$ cat src/rtl/ex_wb_buffer_way0_pkg.sv
// Shared types for the execute-to-writeback result buffer, way 0.
// WB_TRACE_EN adds the instruction address to each buffered entry.
package ex_wb_buffer_way0_pkg;

    localparam logic [4:0] X0_ADDR = 5'd0;

    typedef struct packed {
        logic [4:0]  rdAddr;
        logic        rdWriteEnable;
        logic [63:0] rdWriteData;
        logic [1:0]  way0_pID;
`ifdef WB_TRACE_EN
        logic [31:0] instAddr;
`endif
    } wbEntry_t;

endpackage

$ cat src/rtl/ex_wb_buffer_way0_fifo.sv
// Circular entry storage with read/write pointers and occupancy count.
// Flush and reset both empty the buffer; stored payload is left as-is.
module wb_fifo
    import ex_wb_buffer_way0_pkg::*;
#(
    parameter int DEPTH = 2,
    localparam int PW = $clog2(DEPTH),
    localparam int CW = PW + 1
) (
    input  logic          clk,
    input  logic          rst_n,
    input  logic          flush,
    input  logic          push,
    input  logic          pop,
    input  wbEntry_t      pushEntry,
    output wbEntry_t      storage [DEPTH],
    output logic [PW-1:0] rdPtr,
    output logic [CW-1:0] count
);

    logic [PW-1:0] wrPtr;

    always_ff @(posedge clk) begin
        if (!rst_n || flush) begin
            count <= '0;
            rdPtr <= '0;
            wrPtr <= '0;
        end else begin
            if (push) wrPtr <= wrPtr + 1'b1;
            if (pop)  rdPtr <= rdPtr + 1'b1;
            case ({push, pop})
                2'b10:   count <= count + 1'b1;
                2'b01:   count <= count - 1'b1;
                default: count <= count;
            endcase
        end
    end

    always_ff @(posedge clk) begin
        if (push) storage[wrPtr] <= pushEntry;
    end

endmodule

$ cat src/rtl/ex_wb_buffer_way0.sv
// Execute-to-writeback result buffer (way 0) with decode bypass.
// Optional WB_TRACE_EN: instAddr_o and a retire counter.
module ex_wb_buffer_way0
    import ex_wb_buffer_way0_pkg::*;
#(
    parameter int DEPTH = 2
) (
    input  logic        clk,
    input  logic        rst_n,
    input  logic        valid_i,
    output logic        ready_o,
    input  logic [4:0]  rdAddr_i,
    input  logic        rdWriteEnable_i,
    input  logic [63:0] rdWriteData_i,
    input  logic [31:0] instAddr_i,
    input  logic [1:0]  way0_pID_i,
    input  logic        flush_i,
    output logic        valid_o,
    input  logic        ready_i,
    output logic [4:0]  rdAddr_o,
    output logic        rdWriteEnable_o,
    output logic [63:0] rdWriteData_o,
    output logic [1:0]  way0_pID_o,
`ifdef WB_TRACE_EN
    output logic [31:0] instAddr_o,
    output logic [63:0] retireCount_o,
`endif
    output logic        fwdValid_o,
    output logic [4:0]  fwdAddr_o,
    output logic [63:0] fwdData_o
);

    localparam int PW = $clog2(DEPTH);
    localparam int CW = PW + 1;

    wbEntry_t      storage [DEPTH];
    wbEntry_t      inEntry;
    wbEntry_t      head;
    logic [PW-1:0] rdPtr;
    logic [CW-1:0] count;
    logic [PW-1:0] idx;
    logic          push;
    logic          pop;

    assign ready_o = (count != CW'(DEPTH));
    assign valid_o = (count != '0);
    assign push    = valid_i && ready_o;
    assign pop     = valid_o && ready_i;

    always_comb begin
        inEntry = '0;
        inEntry.rdAddr = rdAddr_i;
        inEntry.rdWriteEnable = rdWriteEnable_i
                              && (rdAddr_i != X0_ADDR);
        inEntry.rdWriteData = rdWriteData_i;
        inEntry.way0_pID = way0_pID_i;
`ifdef WB_TRACE_EN
        inEntry.instAddr = instAddr_i;
`endif
    end

`ifndef WB_TRACE_EN
    logic unusedInstAddr;
    assign unusedInstAddr = ^instAddr_i;
`endif

    wb_fifo #(.DEPTH(DEPTH)) uFifo (
        .clk       (clk),
        .rst_n     (rst_n),
        .flush     (flush_i),
        .push      (push),
        .pop       (pop),
        .pushEntry (inEntry),
        .storage   (storage),
        .rdPtr     (rdPtr),
        .count     (count)
    );

    // Head fields read as zero whenever nothing is buffered.
    always_comb begin
        head = '0;
        if (valid_o) head = storage[rdPtr];
    end

    assign rdAddr_o        = head.rdAddr;
    assign rdWriteEnable_o = head.rdWriteEnable && valid_o;
    assign rdWriteData_o   = head.rdWriteData;
    assign way0_pID_o      = head.way0_pID;

    // Walk oldest to youngest so the last writing entry wins.
    always_comb begin
        fwdValid_o = 1'b0;
        fwdAddr_o  = '0;
        fwdData_o  = '0;
        idx        = '0;
        for (int k = 0; k < DEPTH; k++) begin
            idx = rdPtr + PW'(k);
            if ((CW'(k) < count) && storage[idx].rdWriteEnable) begin
                fwdValid_o = 1'b1;
                fwdAddr_o  = storage[idx].rdAddr;
                fwdData_o  = storage[idx].rdWriteData;
            end
        end
    end

`ifdef WB_TRACE_EN
    assign instAddr_o = head.instAddr;

    // Flush does not clear the count: retires still happened.
    always_ff @(posedge clk) begin
        if (!rst_n) begin
            retireCount_o <= '0;
        end else if (pop) begin
            retireCount_o <= retireCount_o + 64'd1;
        end
    end
`endif

endmodule

$ cat config.mk
export PLATFORM = sky130hd
export DESIGN_NAME = ex_wb_buffer_way0
export DESIGN_NICKNAME = d
export VERILOG_FILES = /design/src/rtl/ex_wb_buffer_way0_pkg.sv /design/src/rtl/ex_wb_buffer_way0_fifo.sv /design/src/rtl/ex_wb_buffer_way0.sv
export SDC_FILE = /design/constraint.sdc
export NUM_CORES = 1
export LEC_CHECK = 0
export CELL_PAD_IN_SITES_DETAIL_PLACEMENT = 1
export CELL_PAD_IN_SITES_GLOBAL_PLACEMENT = 1
export CORE_ASPECT_RATIO = 1.2
export CORE_MARGIN = 2
export CORE_UTILIZATION = 50
export CTS_BUF_LIST = sky130_fd_sc_hd__clkbuf_8 sky130_fd_sc_hd__clkbuf_16
export DETAILED_ROUTE_END_ITERATION = 10
export DONT_BUFFER_PORTS = 1
export PLACE_DENSITY_LB_ADDON = 0.3
export SKIP_LAST_GASP = 1
export SLEW_MARGIN = 20
export SYNTH_ARGS = -nofsm -noshare
export SYNTH_HDL_FRONTEND = slang
export SYNTH_HIERARCHICAL = 1
export SYNTH_SLANG_ARGS = --single-unit
$ cat constraint.sdc
create_clock -name clk -period 8.8 [get_ports clk]
set_input_delay 1.76 -clock clk [delete_from_list [all_inputs] [get_ports clk]]
set_output_delay 1.76 -clock clk [all_outputs]
set_load 0.05 [all_outputs]
**Word-level counts from Yosys, hierarchy flattened**

Cells that the tools add are included.
Widths: inputs -> output; s select.

- Add/subtract/negate cells: 4
- Magnitude comparators: 6
- Bitwise gates (word level): 3
- Reduce and logical (&&, ||, !) cells: 12
- Equal/unequal tests: 3
- Mux-type cells: 17

Operators with widths:

| operator | number |
|---|---|
| $mux 72 | 8 |
| $bwmux 144 | 1 |
| $mux 64 | 2 |
| $demux 72 s1 | 1 |
| $mux 5 | 2 |
| $logic_and 1x1->1 | 7 |
| $ge 2x2->1 const B | 3 |
| $not 1->2 | 3 |
| $reduce_bool 5->1 | 1 |
| $lt 1x2->1 const A | 2 |
| $pmux 2 s2 | 1 |
| $reduce_bool 2->1 | 2 |
| $add 1x1->1 const B | 2 |
| $add 2x1->2 const B | 1 |
| $eq 2x1->1 const B | 1 |
| $eq 2x2->1 const B | 1 |
| $lt 2x1->1 const B | 1 |
| $mux 1 | 2 |
| $ne 2x2->1 const B | 1 |
| $sub 2x1->2 const B | 1 |
| $logic_not 1->1 | 1 |
| $logic_or 1x1->1 | 1 |

- Input bits: 109
- Word-level logic and storage cells: 56
- Register bits: 148
- Output and inout port bits: 144

**Logic depth before layout (Yosys ltp)**

Gate-level depths: netlist of the first run.

- Word-level depth: 7
- Gate-level depth with buffers: 8
- Gate-level depth less buffers: 7

**By module**

The synthesis of the first run kept the hierarchy.

By module, submodules not included:

| module | area an instance (sq um) | seq. area each (sq um) | cells each | instances |
|---|---|---|---|---|
| wb_fifo | 4,499.3 | 4,404.2 | 163 | 1 |
| ex_wb_buffer_way0 | 2,496.1 | 0.0 | 409 | 1 |

**Least setup slack after synthesis of the first run**

No wires, ideal clock.

- Path kind: input to register
- Start point: input valid_i
- End point: register uFifo/storage[100] (netlist name)
- Path buffers: 0
- Setup time: 0.503 ns
- Data required time: 8.297 ns
- Arrival time: 4.993 ns
- Stages: 3
- Path slack: 3.303 ns
- Cells stage by stage: and2_1 inv_1 nor2_1

- Word-level cells in the longest chain between the ends: 1

RTL lines:

| item | RTL line | RTL |
|---|---|---|
| start: declaration | ex_wb_buffer_way0.sv:10 | `input logic valid_i,` |
| $logic_and 1x1->1 | ex_wb_buffer_way0.sv:47 | `assign push = valid_i && ready_o;` |

No other way between the ends.
A chain may end at the register's enable or synchronous reset.

**Worst setup path after layout of the first run**

- Start point: register uFifo/storage[138] (netlist name)
- End point: output fwdData_o[5]

- Word-level cells in the longest chain between the ends: 6
- Elaborated cells on any way between the ends: 10
- Those cells by class: mux: 8; reduce/logical: 2

RTL lines:

| item | RTL line | RTL |
|---|---|---|
| $mux 72 (3 in series) | - |  |
| $logic_and 1x1->1 | ex_wb_buffer_way0.sv:98 | `if ((CW'(k) < count) && storage[idx].rdWriteEnable) begin` |
| $mux 64 | ex_wb_buffer_way0.sv:98 |  |
| $mux 64 * | ex_wb_buffer_way0.sv:98 |  |
| end: declaration | ex_wb_buffer_way0.sv:30 | `output logic [63:0] fwdData_o` |

Every way passes the cells marked *; elsewhere a longest branch is shown, timed or not. The select of a mux whose other input is x is not followed.

==> flow_summary.toml, run 1 <==
[outcome]
status = "finished, final reports clean"

[logic_synthesis]
ys_seq_area_share_pct = 63.0
postSynthAreaPerCell_um2 = 12.2
synth_area_um2 = 7000
synth_warnings = 6
synth_flop_cell = "edfxtp_1"
synthDistinctLibCells = 33
syn_nets = 682
synth_seq_cells = 148
async_reset_ff_share_pct = 0
synth_edf_count = 144
synthCells = 572

[cts]
cts_tree = "built"
cts_resized = 0
post-cts-setup-buffer-count = 0
cts_root_buf = "clkbuf_16"
clock_latency_ns = 0.41
clkSinkCount = 148
hold_buffers = 0
clk_path_buf_depth = 2
cts_htree_levels = 4
clk_pin_slew_ns = 0.06
cts-buffers-inserted = 17

[timing]
max_slew_margin_pct = 30.5
tns_ns = 0
tightest_slew_ns = 1.04
period_minus_slack_ns = 4.87
finalWorstSetupSlack_ns = 3.93
whs_ns = 0.597
finalCritPeriodShare_pct = 55.3
final_hold_viol_count = 0
fmax_mhz = 205
maxSlewViolCount = 0
setup_viol = 0
rsz0062_at_grt = "false"
fin_skew_ns = 0.0108

[layout]
layout-drive-gt1-share_pct = 19.3
diodes = 0
area_growth_pct = 17.4
fin_util_pct = 59.7
finalNetCount = 672
fin_area_um2 = 8210

[pwr]
powerDensity_nw_per_um2 = 226
cellLeakagePower_nw = 3.00
peakVddDrop_mv = 0.110

[floorplanning]
die-width_um = 112
ios = 253
dieArea_um2 = 15000
start_util_pct = 50.8
num_rows = 47
die_height_um = 134
core-area_um2 = 13800

[worst_setup_path]
startpoint_type = "register"
crit_fanout = 36
cp.required_ns = 7.04
critPathMaxStageDelay_ns = 0.92
crit_path_end_kind = "output port"
setup.worst_path.class = "register to output port"
cp.arrival_ns = 3.11
crit_chain = "clkinv_2 -> buf_4 -> o32ai_2"
worst_path_max_delay_cell = "o32ai_2"

[drt]
m1WireLength_mm = 6.43
wl_met2_mm = 9.30
wl_met3_mm = 1.46
num_vias = 4407
drt_iter0_markers = 168
drc_errors = 0
top_layer = "met4"
drt_first_pass_iters = 6
finalWirelength_mm = 17.5
vias_per_cell = 5.91
routedWlPerCell_um = 23.5
ant_nets = 0

[global_routing]
track_usage_pct = 23.4
grt_max_degree = 73
antenna_found_initial = 0
grt_overflow = 0
grt_pass1_wl_mm = 26.8
first_global_vias = 4885

[placement]
place_hpwl_mm = 11.4
place_ws_ns = 4.35
placed_cell_area_um2 = 7570
port_buffers = 0
globalplace.congestion = 0.747

[job]
max-cap-violations = 0

[hold_path]
hp-class = "register to register"
## final timing paths
path                                    startpoint            endpoint  slack, ns  cells after the start
worst max-delay path            uFifo/storage[138]        fwdData_o[5]       3.93                      3
worst max register to register      uFifo/count[0]  uFifo/storage[143]       6.13                      5
worst min-delay path                   uFifo/wrPtr         uFifo/wrPtr       0.60                      2
worst min register to register         uFifo/wrPtr         uFifo/wrPtr       0.60                      2
## power breakdown
part	total [mW]	internal [mW]	switching [mW]	leakage (nW)
clock network	0.769	0.496	0.273	0.322
registers	0.833	0.813	0.0201	1.38
logic	0.254	0.0411	0.213	1.30
total	1.86	1.35	0.505	3.00
## layout make-up
type | count | area, um^2
multi-input cells | 247 | 2360
flip-flops and latches | 148 | 4410
repair buffers | 9 | 80.1
fillers | 1308 | 5550
clock inverters | 15 | 199
clock buffers | 17 | 425
inverters | 139 | 523
well taps | 171 | 214
## flip-flops by register name, summed over array words and instances, names as in the netlist
name / flops
uFifo/storage: 144
uFifo/count: 2
uFifo/rdPtr: 1
uFifo/wrPtr: 1
## placed cells by master (no fill, tap or decap), types with 3 or more instances in the layout
master	count
inv_1	143
xnor2_1	3
dfxtp_1	3
buf_4	8
mux2i_1	71
o32ai_2	68
bufinv_16	5
nor2_1	74
edfxtp_1	144
clkbuf_16	17
and2_1	3
nand2b_1	3
## layer usage
metal / global-route usage (%) / up-vias
met3: 8.28 / 26
met1: 25.2 / 2211
met5: 0 / -
met2: 42.2 / 179
li1: - / 1991
met4: 8.88 / 0
## through the flow
stage,instances,power (mW)
6_report,746,1.86
2_1_floorplan,572,1.05
3_5_place_dp,713,1.10
5_1_grt,746,1.91
4_1_cts,745,1.87
3_3_place_gp,713,1.09
## worst max-delay path, delay by kind of cell, from the launching register on
kind	cells	cell delay (ns)
DFF	1	0.46
AOI/OAI and AO/OA	1	0.92
buffers and inverters	2	1.26
## cell usage after synthesis, types with 2 or more instances
cell        n  area (um^2)
dfxtp_1     4         80.1
o32ai_2     2         32.5
mux2i_1    71          711
buf_2      15         75.1
nor2_1     76          285
nand3_1     2         10.0
buf_4       7         52.6
nand4_1     2         12.5
clkbuf_1   10         37.5
xnor2_1     3         26.3
nand2b_1    3         18.8
inv_1     138          518
o21ai_0     2         10.0
o32ai_1    66          578
and2_1      4         25.0
nand2_1     2         7.51
edfxtp_1  144         4320
buf_6       6         67.6
## cells by family after synthesis
kind of cell               Yosys count  synth area share, %
muxes                               72                 10.3
DFF                                148                 63.0
adders and majority gates            1                0.179
and+or+nand+nor                     93                 5.63
AOI/OAI and AO/OA                   77                 9.62
buffers and inverters              177                 10.8
xor gates and xnor gates             4                0.501
Power figures use the tool's default switching activity.
==> run 2: changes to the inputs <==
Settings changed: CORE_UTILIZATION 50 to 49.
Clock period 8.8 ns to 4.98 ns, I/O delays scaled along.
==> flow_summary.toml, run 2 (same netlist as run 1, synthesis figures left out) <==
[worst_setup_path]
startpoint_type = "register"
cp.arrival_ns = 2.72
crit_fanout = 12
setup.worst_path.class = "register to output port"
crit_path_end_kind = "output port"
cp.required_ns = 3.98

[layout]
layout_common_cells = "144 x edfxtp_1, 139 x inv_1, 74 x nor2_1, 71 x mux2i_1, 68 x o32ai_2"
stdcell_count = 747
layout-drive-gt1-share_pct = 20.3
area_growth_pct = 16.9
largest_reg_flops = 144
finalNetCount = 674
largest-register = "uFifo/storage"
n_fill_cell = 1347
layout_commonest_cell = "edfxtp_1"
diodes = 0
top_regs = "uFifo/storage x144, uFifo/count x2"

[pwr]
p_switching_uw = 906
clock_power_share_pct = 39.9
peakVddDrop_mv = 0.231
p_sw_share_pct = 28.3
cellLeakagePower_nw = 2.98
internal_power_mw = 2.29
powerDensity_nw_per_um2 = 391
comb_power_share_pct = 14.1
report.power.total_mw = 3.20
pwr-share-seq_pct = 46.0

[drt]
finalWirelength_mm = 17.8
drt_first_pass_iters = 9
num_vias = 4376
routedWlPerCell_um = 23.8
drc_errors = 15
drt_iter0_markers = 173
vias_per_cell = 5.86
ant_nets = 0

[global_routing]
grt_max_degree = 73
antenna_found_initial = 0
first_global_vias = 4714
grt_overflow = 0
track_usage_pct = 23.2
grt_pass1_wl_mm = 26.7

[placement]
globalplace.congestion = 0.732
dp.cells = 716
place_ws_ns = 1.75
place_hpwl_mm = 11.6
port_buffers = 0

[timing]
finalCritPeriodShare_pct = 74.7
fmax_mhz = 269
period_minus_slack_ns = 3.72
tns_ns = 0
final_hold_viol_count = 0
rsz0062_at_grt = "false"
finalWorstSetupSlack_ns = 1.26
fin_skew_ns = 0.00550
maxSlewViolCount = 0
tightest_slew_ns = 1.04
max_slew_margin_pct = 30.8
setup_viol = 0

[cts]
cts_resized = 0
clk_path_buf_depth = 2
cts_tree = "built"
cts-buffers-inserted = 17
cts_root_buf = "clkbuf_16"
cts_htree_levels = 4
clk_pin_slew_ns = 0.06
clock_latency_ns = 0.41
clkSinkCount = 148
post-cts-setup-buffer-count = 0
hold_buffers = 0

[hold_path]
hp-class = "register to register"

[outcome]
violations = "DRC"
status = "finished, violations left"

[job]
max-cap-violations = 0

[floorplanning]
ios = 253
num_rows = 47
dieArea_um2 = 15300
start_util_pct = 50.4
core-area_um2 = 13900
die-width_um = 113
die_height_um = 135
## run 2: changes by cell type in the layout (fill, tap and decap cells not counted)
cell        before  now
buf_12           1    0
buf_4            8   11
bufinv_16        5    3
clkinv_1         2    1
clkinv_2         2    4
clkinvlp_4       0    2
inv_1          143  139
inv_6            0    2
## run 2: power groups by stage
| stage | Combinational (mW) | Clock, mW | Sequential, mW |
|---|---|---|---|
| 5_1_grt | 0.471 | 1.35 | 1.48 |
| 3_5_place_dp | 0.451 | 0 | 1.50 |
| 4_1_cts | 0.454 | 1.30 | 1.47 |
| 6_report | 0.449 | 1.28 | 1.47 |
| 2_1_floorplan | 0.364 | 0 | 1.49 |
| 3_3_place_gp | 0.442 | 0 | 1.49 |
## run 2: worst paths after layout
check                      end  cells after the start  slack [ns]           start
max               fwdAddr_o[3]                      4        1.26  uFifo/count[1]
min                uFifo/wrPtr                      2        0.61     uFifo/wrPtr
max reg2reg  uFifo/storage[40]                      3        2.35  uFifo/count[0]
min reg2reg        uFifo/wrPtr                      2        0.61     uFifo/wrPtr
## run 2: per-layer routing
metal  track usage [%]  wire length [um]
met1              25.4              6200
met2              41.1              9600
met3              8.39              1530
met4              8.67               425
met5                 0                 0
## run 2: final cells by class
class                   count  area, um^2  area share (%)
multi-input cells         247        2360            28.9
clock buffers              17         425            5.20
inverters                 139         523            6.39
flip-flops and latches    148        4410            53.9
clock inverters            14         163            1.99
well taps                 171         214            2.62
repair buffers             11        82.6            1.01
## run 2: worst max-delay path: stages (launching register included)
cell and delay (ns):
dfxtp_1 0.64, nor2_4 0.06, inv_1 0.41, nand4_1 0.18, a32oi_1 1.02
## run 2: stage by stage
stage / cell area (um^2) / utilization (%) / hold WS (ns)
finish: 8180 / 58.9 / 0.606
global route: 8180 / 58.9 / 0.655
CTS: 8180 / 58.9 / 0.620
detailed placement: 7590 / 54.7 / 0.604
global placement: 7590 / 54.7 / 0.568
floorplan: 7000 / - / 0.471
==> run 3: changes to the inputs <==
Clock period 4.98 ns to 3.74 ns, I/O delays scaled along.
==> flow_summary.toml, run 3 (same netlist as run 1, synthesis figures left out) <==
[floorplanning]
dieArea_um2 = 15300
ios = 253
die-width_um = 113
die_height_um = 135
num_rows = 47
start_util_pct = 50.4
core-area_um2 = 13900

[cts]
clk_path_buf_depth = 2
cts_tree = "built"
clkSinkCount = 148
cts_htree_levels = 4
cts-buffers-inserted = 17
cts_root_buf = "clkbuf_16"
hold_buffers = 0
clk_pin_slew_ns = 0.06
clock_latency_ns = 0.42
post-cts-setup-buffer-count = 0
cts_resized = 0

[pwr]
p_sw_share_pct = 27.4
pwr-share-seq_pct = 43.7
clock_power_share_pct = 40.8
powerDensity_nw_per_um2 = 496
cellLeakagePower_nw = 3.56
p_switching_mw = 1.23
internal_power_mw = 3.25
comb_power_share_pct = 15.5
peakVddDrop_mv = 0.384

[worst_setup_path]
cp.buffers_inverters = 2
crit_top_cell = "buf_4"
setup.worst_path.class = "register to output port"
startpoint_type = "register"
crit_fanout = 34
cp.required_ns = 2.99
crit_chain = "buf_4 -> mux2_2 -> nand4_1 -> a32oi_1 -> buf_4"
ff2ff_path_depth = 5
critPathMaxStageDelay_ns = 0.63
worst_path_max_delay_cell = "dfxtp_4"
critPathTopFamily = "buffers and inverters"
cp.arrival_ns = 2.60
worst-path-stages = 5
r2r_slack_ns = 1.11
crit_path_end_kind = "output port"

[timing]
finalWorstSetupSlack_ns = 0.389
period_minus_slack_ns = 3.35
fin_skew_ns = 0.00867
setup_viol = 0
final_hold_viol_count = 0
fmax_mhz = 298
tightest_slew_ns = 1.01
max_slew_margin_pct = 33.1
maxSlewViolCount = 0
finalCritPeriodShare_pct = 89.6
tns_ns = 0
rsz0062_at_grt = "false"

[layout]
layout_commonest_cell = "edfxtp_1"
fin_area_um2 = 9050
multi_input_comb_area_um2 = 2360
finalNetCount = 776
largest_reg_flops = 144
layout-drive-gt1-share_pct = 32.4
layout_common_cells = "144 x edfxtp_1, 139 x inv_1, 109 x buf_4, 74 x nor2_1, 71 x mux2i_1"
largest-register = "uFifo/storage"
top_regs = "uFifo/storage x144, uFifo/count x2"
diodes = 0
area_growth_pct = 29.3
n_fill_cell = 1329
layout.area.seq_um2 = 4410

[drt]
drc_errors = 17
num_vias = 4892
finalWirelength_mm = 19.9
drt_first_pass_iters = 7
vias_per_cell = 5.76
ant_nets = 0
drt_iter0_markers = 201
routedWlPerCell_um = 23.4

[global_routing]
first_global_vias = 5389
grt_max_degree = 72
grt_overflow = 0
track_usage_pct = 26.4
grt_pass1_wl_mm = 30.2
antenna_found_initial = 0

[placement]
port_buffers = 0
globalplace.congestion = 0.745
place_hpwl_mm = 13.4
place_ws_ns = 0.847
placed_cell_area_um2 = 8410

[hold_path]
whs_path_depth = 0
hp-class = "primary input to register"

[outcome]
violations = "DRC"
status = "finished, violations left"

[job]
max-cap-violations = 0
-- run 3: changes by cell type in the layout (fill, tap and decap cells not counted), sizes merged --
cell / previous run / this run
clkinvlp: 2 / 5
buf: 11 / 113
bufinv: 3 / 5
clkinv: 7 / 5
inv: 141 / 139
-- run 3: final timing paths --
kind / from / to
max reg2reg: uFifo/count[0] / uFifo/storage[133]
min: rdWriteData_i[10] / uFifo/storage[12]
max: uFifo/rdPtr / fwdAddr_o[3]
min reg2reg: uFifo/wrPtr / uFifo/wrPtr
-- run 3: layout make-up --
class,count,area share [%]
flip-flops and latches,148,48.7
inverters,139,5.78
well taps,171,2.36
clock buffers,17,4.70
clock inverters,15,2.36
multi-input cells,247,26.1
repair buffers,113,9.93
-- run 3: power groups by stage --
stage          logic [mW]  registers (mW)  clock network [mW]
2_1_floorplan       0.486            1.98                   0
3_3_place_gp        0.674            1.98                   0
3_5_place_dp        0.695            1.99                   0
4_1_cts             0.700            1.96                1.86
5_1_grt             0.727            1.97                1.91
6_report            0.694            1.96                1.83
-- run 3: worst reg2reg max path, cell delays in order (launching register included) --
cell	delay, ns
dfxtp_1	0.51
nand2b_1	0.52
and2_1	0.28
inv_1	0.10
nor2_4	0.43
buf_12	0.36
-- run 3: through the flow --
stage / total power, mW / std cells / utilization (%) / hold WS, ns
detailed placement: 2.69 / 818 / 60.6 / 0.602
CTS: 4.52 / 850 / 65.2 / 0.397
finish: 4.48 / 850 / 65.2 / 0.416
global route: 4.61 / 850 / 65.2 / 0.399
global placement: 2.66 / 818 / 60.6 / 0.571
floorplan: 2.46 / 572 / - / 0.471
-- run 3: metal layers --
| metal | track usage [%] | vias up | wire [um] |
|---|---|---|---|
| met5 | 0 | - | 0 |
| met4 | 11.7 | 0 | 601 |
| met3 | 7.36 | 40 | 1370 |
| met2 | 47.8 | 201 | 10900 |
| met1 | 28.8 | 2461 | 7020 |
| li1 | - | 2190 | - |
==> edit, RTL diff (flow settings as in run 1) <==
`DEPTH` is set to 2 in 2 places; all go to 4.
--- a/src/rtl/ex_wb_buffer_way0_fifo.sv
+++ b/src/rtl/ex_wb_buffer_way0_fifo.sv
@@ -4,5 +4,5 @@
     import ex_wb_buffer_way0_pkg::*;
 #(
-    parameter int DEPTH = 2,
+    parameter int DEPTH = 4,
     localparam int PW = $clog2(DEPTH),
     localparam int CW = PW + 1
--- a/src/rtl/ex_wb_buffer_way0.sv
+++ b/src/rtl/ex_wb_buffer_way0.sv
@@ -4,5 +4,5 @@
     import ex_wb_buffer_way0_pkg::*;
 #(
-    parameter int DEPTH = 2
+    parameter int DEPTH = 4
 ) (
     input  logic        clk,
Behaviour: not the same (Yosys sat finds a counterexample within 4 cycles, from zero or initial values).
==> edit against run 1 <==
- clock power rose by 64%
- synthesized area rose to 2.6 times the old value
- sequential cell count rose by 147
- final cell count rose by 100%
- via count rose to 2.5 times the old value
- routed wire length rose to 2.6 times the old value
- final area rose by 140%
- critical path depth rose by 3
- setup slack got worse by 1.3 ns
- sequential share of layout area fell by 9.1 points
- total power rose by 76%
- critical endpoint is now fwdData_o[38]
- highest routed layer is now met5
==> edit: results <==
outcome:
  outcome: "complete, no violations"
sta:
  min_period_ns: 6.21
  skew_ns: 0.0158
  holdWs_ns: 0.573
  worst_pin_slew_ns: 1.16
worst_hold_path:
  hold_end: "uFifo/wrPtr[1]"
  hp-start: "uFifo/wrPtr[1]"
routing:
  wl_met2_mm: 24.4
  met1_length_mm: 15.8
  wl_met3_mm: 3.77
  top_layer_used: "met5"
  drt-total-wl_mm: 45.2
  drt_first_iter_violations: 745
  vias: 11000
  dr.pass1.iters: 4
worst_setup_path:
  crit_family: "compound AO/OA/AOI/OAI gates"
  startpoint: "uFifo/rdPtr[0]"
  cp.arrival_ns: 4.45
  rr_startpoint: "uFifo/count[1]"
  cpMaxStageDelayCell: "o31ai_2"
  rr_endpoint: "uFifo/storage[263]"
  max_stage_delay_ns: 0.96
yosys:
  yosys-mux-area-fraction_pct: 35.0
  synthDistinctLibCells: 29
  synth_area_leaders: "edfxtp_1, mux4_2, a221oi_1, o31ai_1, and2_1"
  synth_xor_area_share_pct: 0.241
  synth-adder-area-share_pct: 0.455
  synth_edf_count: 288
  yosysSeqAreaShare_pct: 48.4
  synth-compound-area-share_pct: 6.51
  synth_cells: 1094
global_routing:
  grt_max_degree: 158
  track_usage_pct: 24.0
  grt_pass1_vias: 11800
  antenna_found_initial: 2
finish:
  drive_gt1_share_pct: 40.0
  fill_cells: 3165
  reg_top3: "uFifo/storage x288, uFifo/count x3"
  instances_no_fill: 1521
place:
  place_ws_ns: 2.99
  placed_area_sq_um: 18700
  gp_congestion: 0.728
  hpwl_mm: 27.0
clocking:
  cts_buffers: 31
  clockBufferDepth: 3
  htreeDepth: 1
  clk_latency_ns: 0.58
pwr:
  vdd_drop_max_uv: 166
  p_leak_nw: 5.63
  p_seq_mw: 1.61
  finalPower_mw: 3.27
-- edit: cell type report --
type | count | area (sq um) | area share [%]
Clock inverter | 27 | 201 | 1.02
Antenna cell | 1 | 2.50 | 0.0127
Clock buffer | 31 | 776 | 3.93
Sequential cell | 295 | 8800 | 44.5
Tap cell | 468 | 586 | 2.97
Multi-Input combinational cell | 676 | 9150 | 46.3
Inverter | 6 | 22.5 | 0.114
Timing Repair Buffer | 17 | 210 | 1.06
-- edit: cells by family after synthesis --
family                     count (synthesis)
adders and majority gates                  6
and+or+nand+nor                          234
muxes                                    284
buffers and inverters                    123
xor gates and xnor gates                   5
DFF                                      295
AOI/OAI and AO/OA                        147
-- edit: routing by layer --
layer	GRT usage (%)	vias to the layer above
li1	-	4576
met1	27.8	5976
met2	43.2	395
met3	6.14	77
met4	8.59	2
met5	0	-
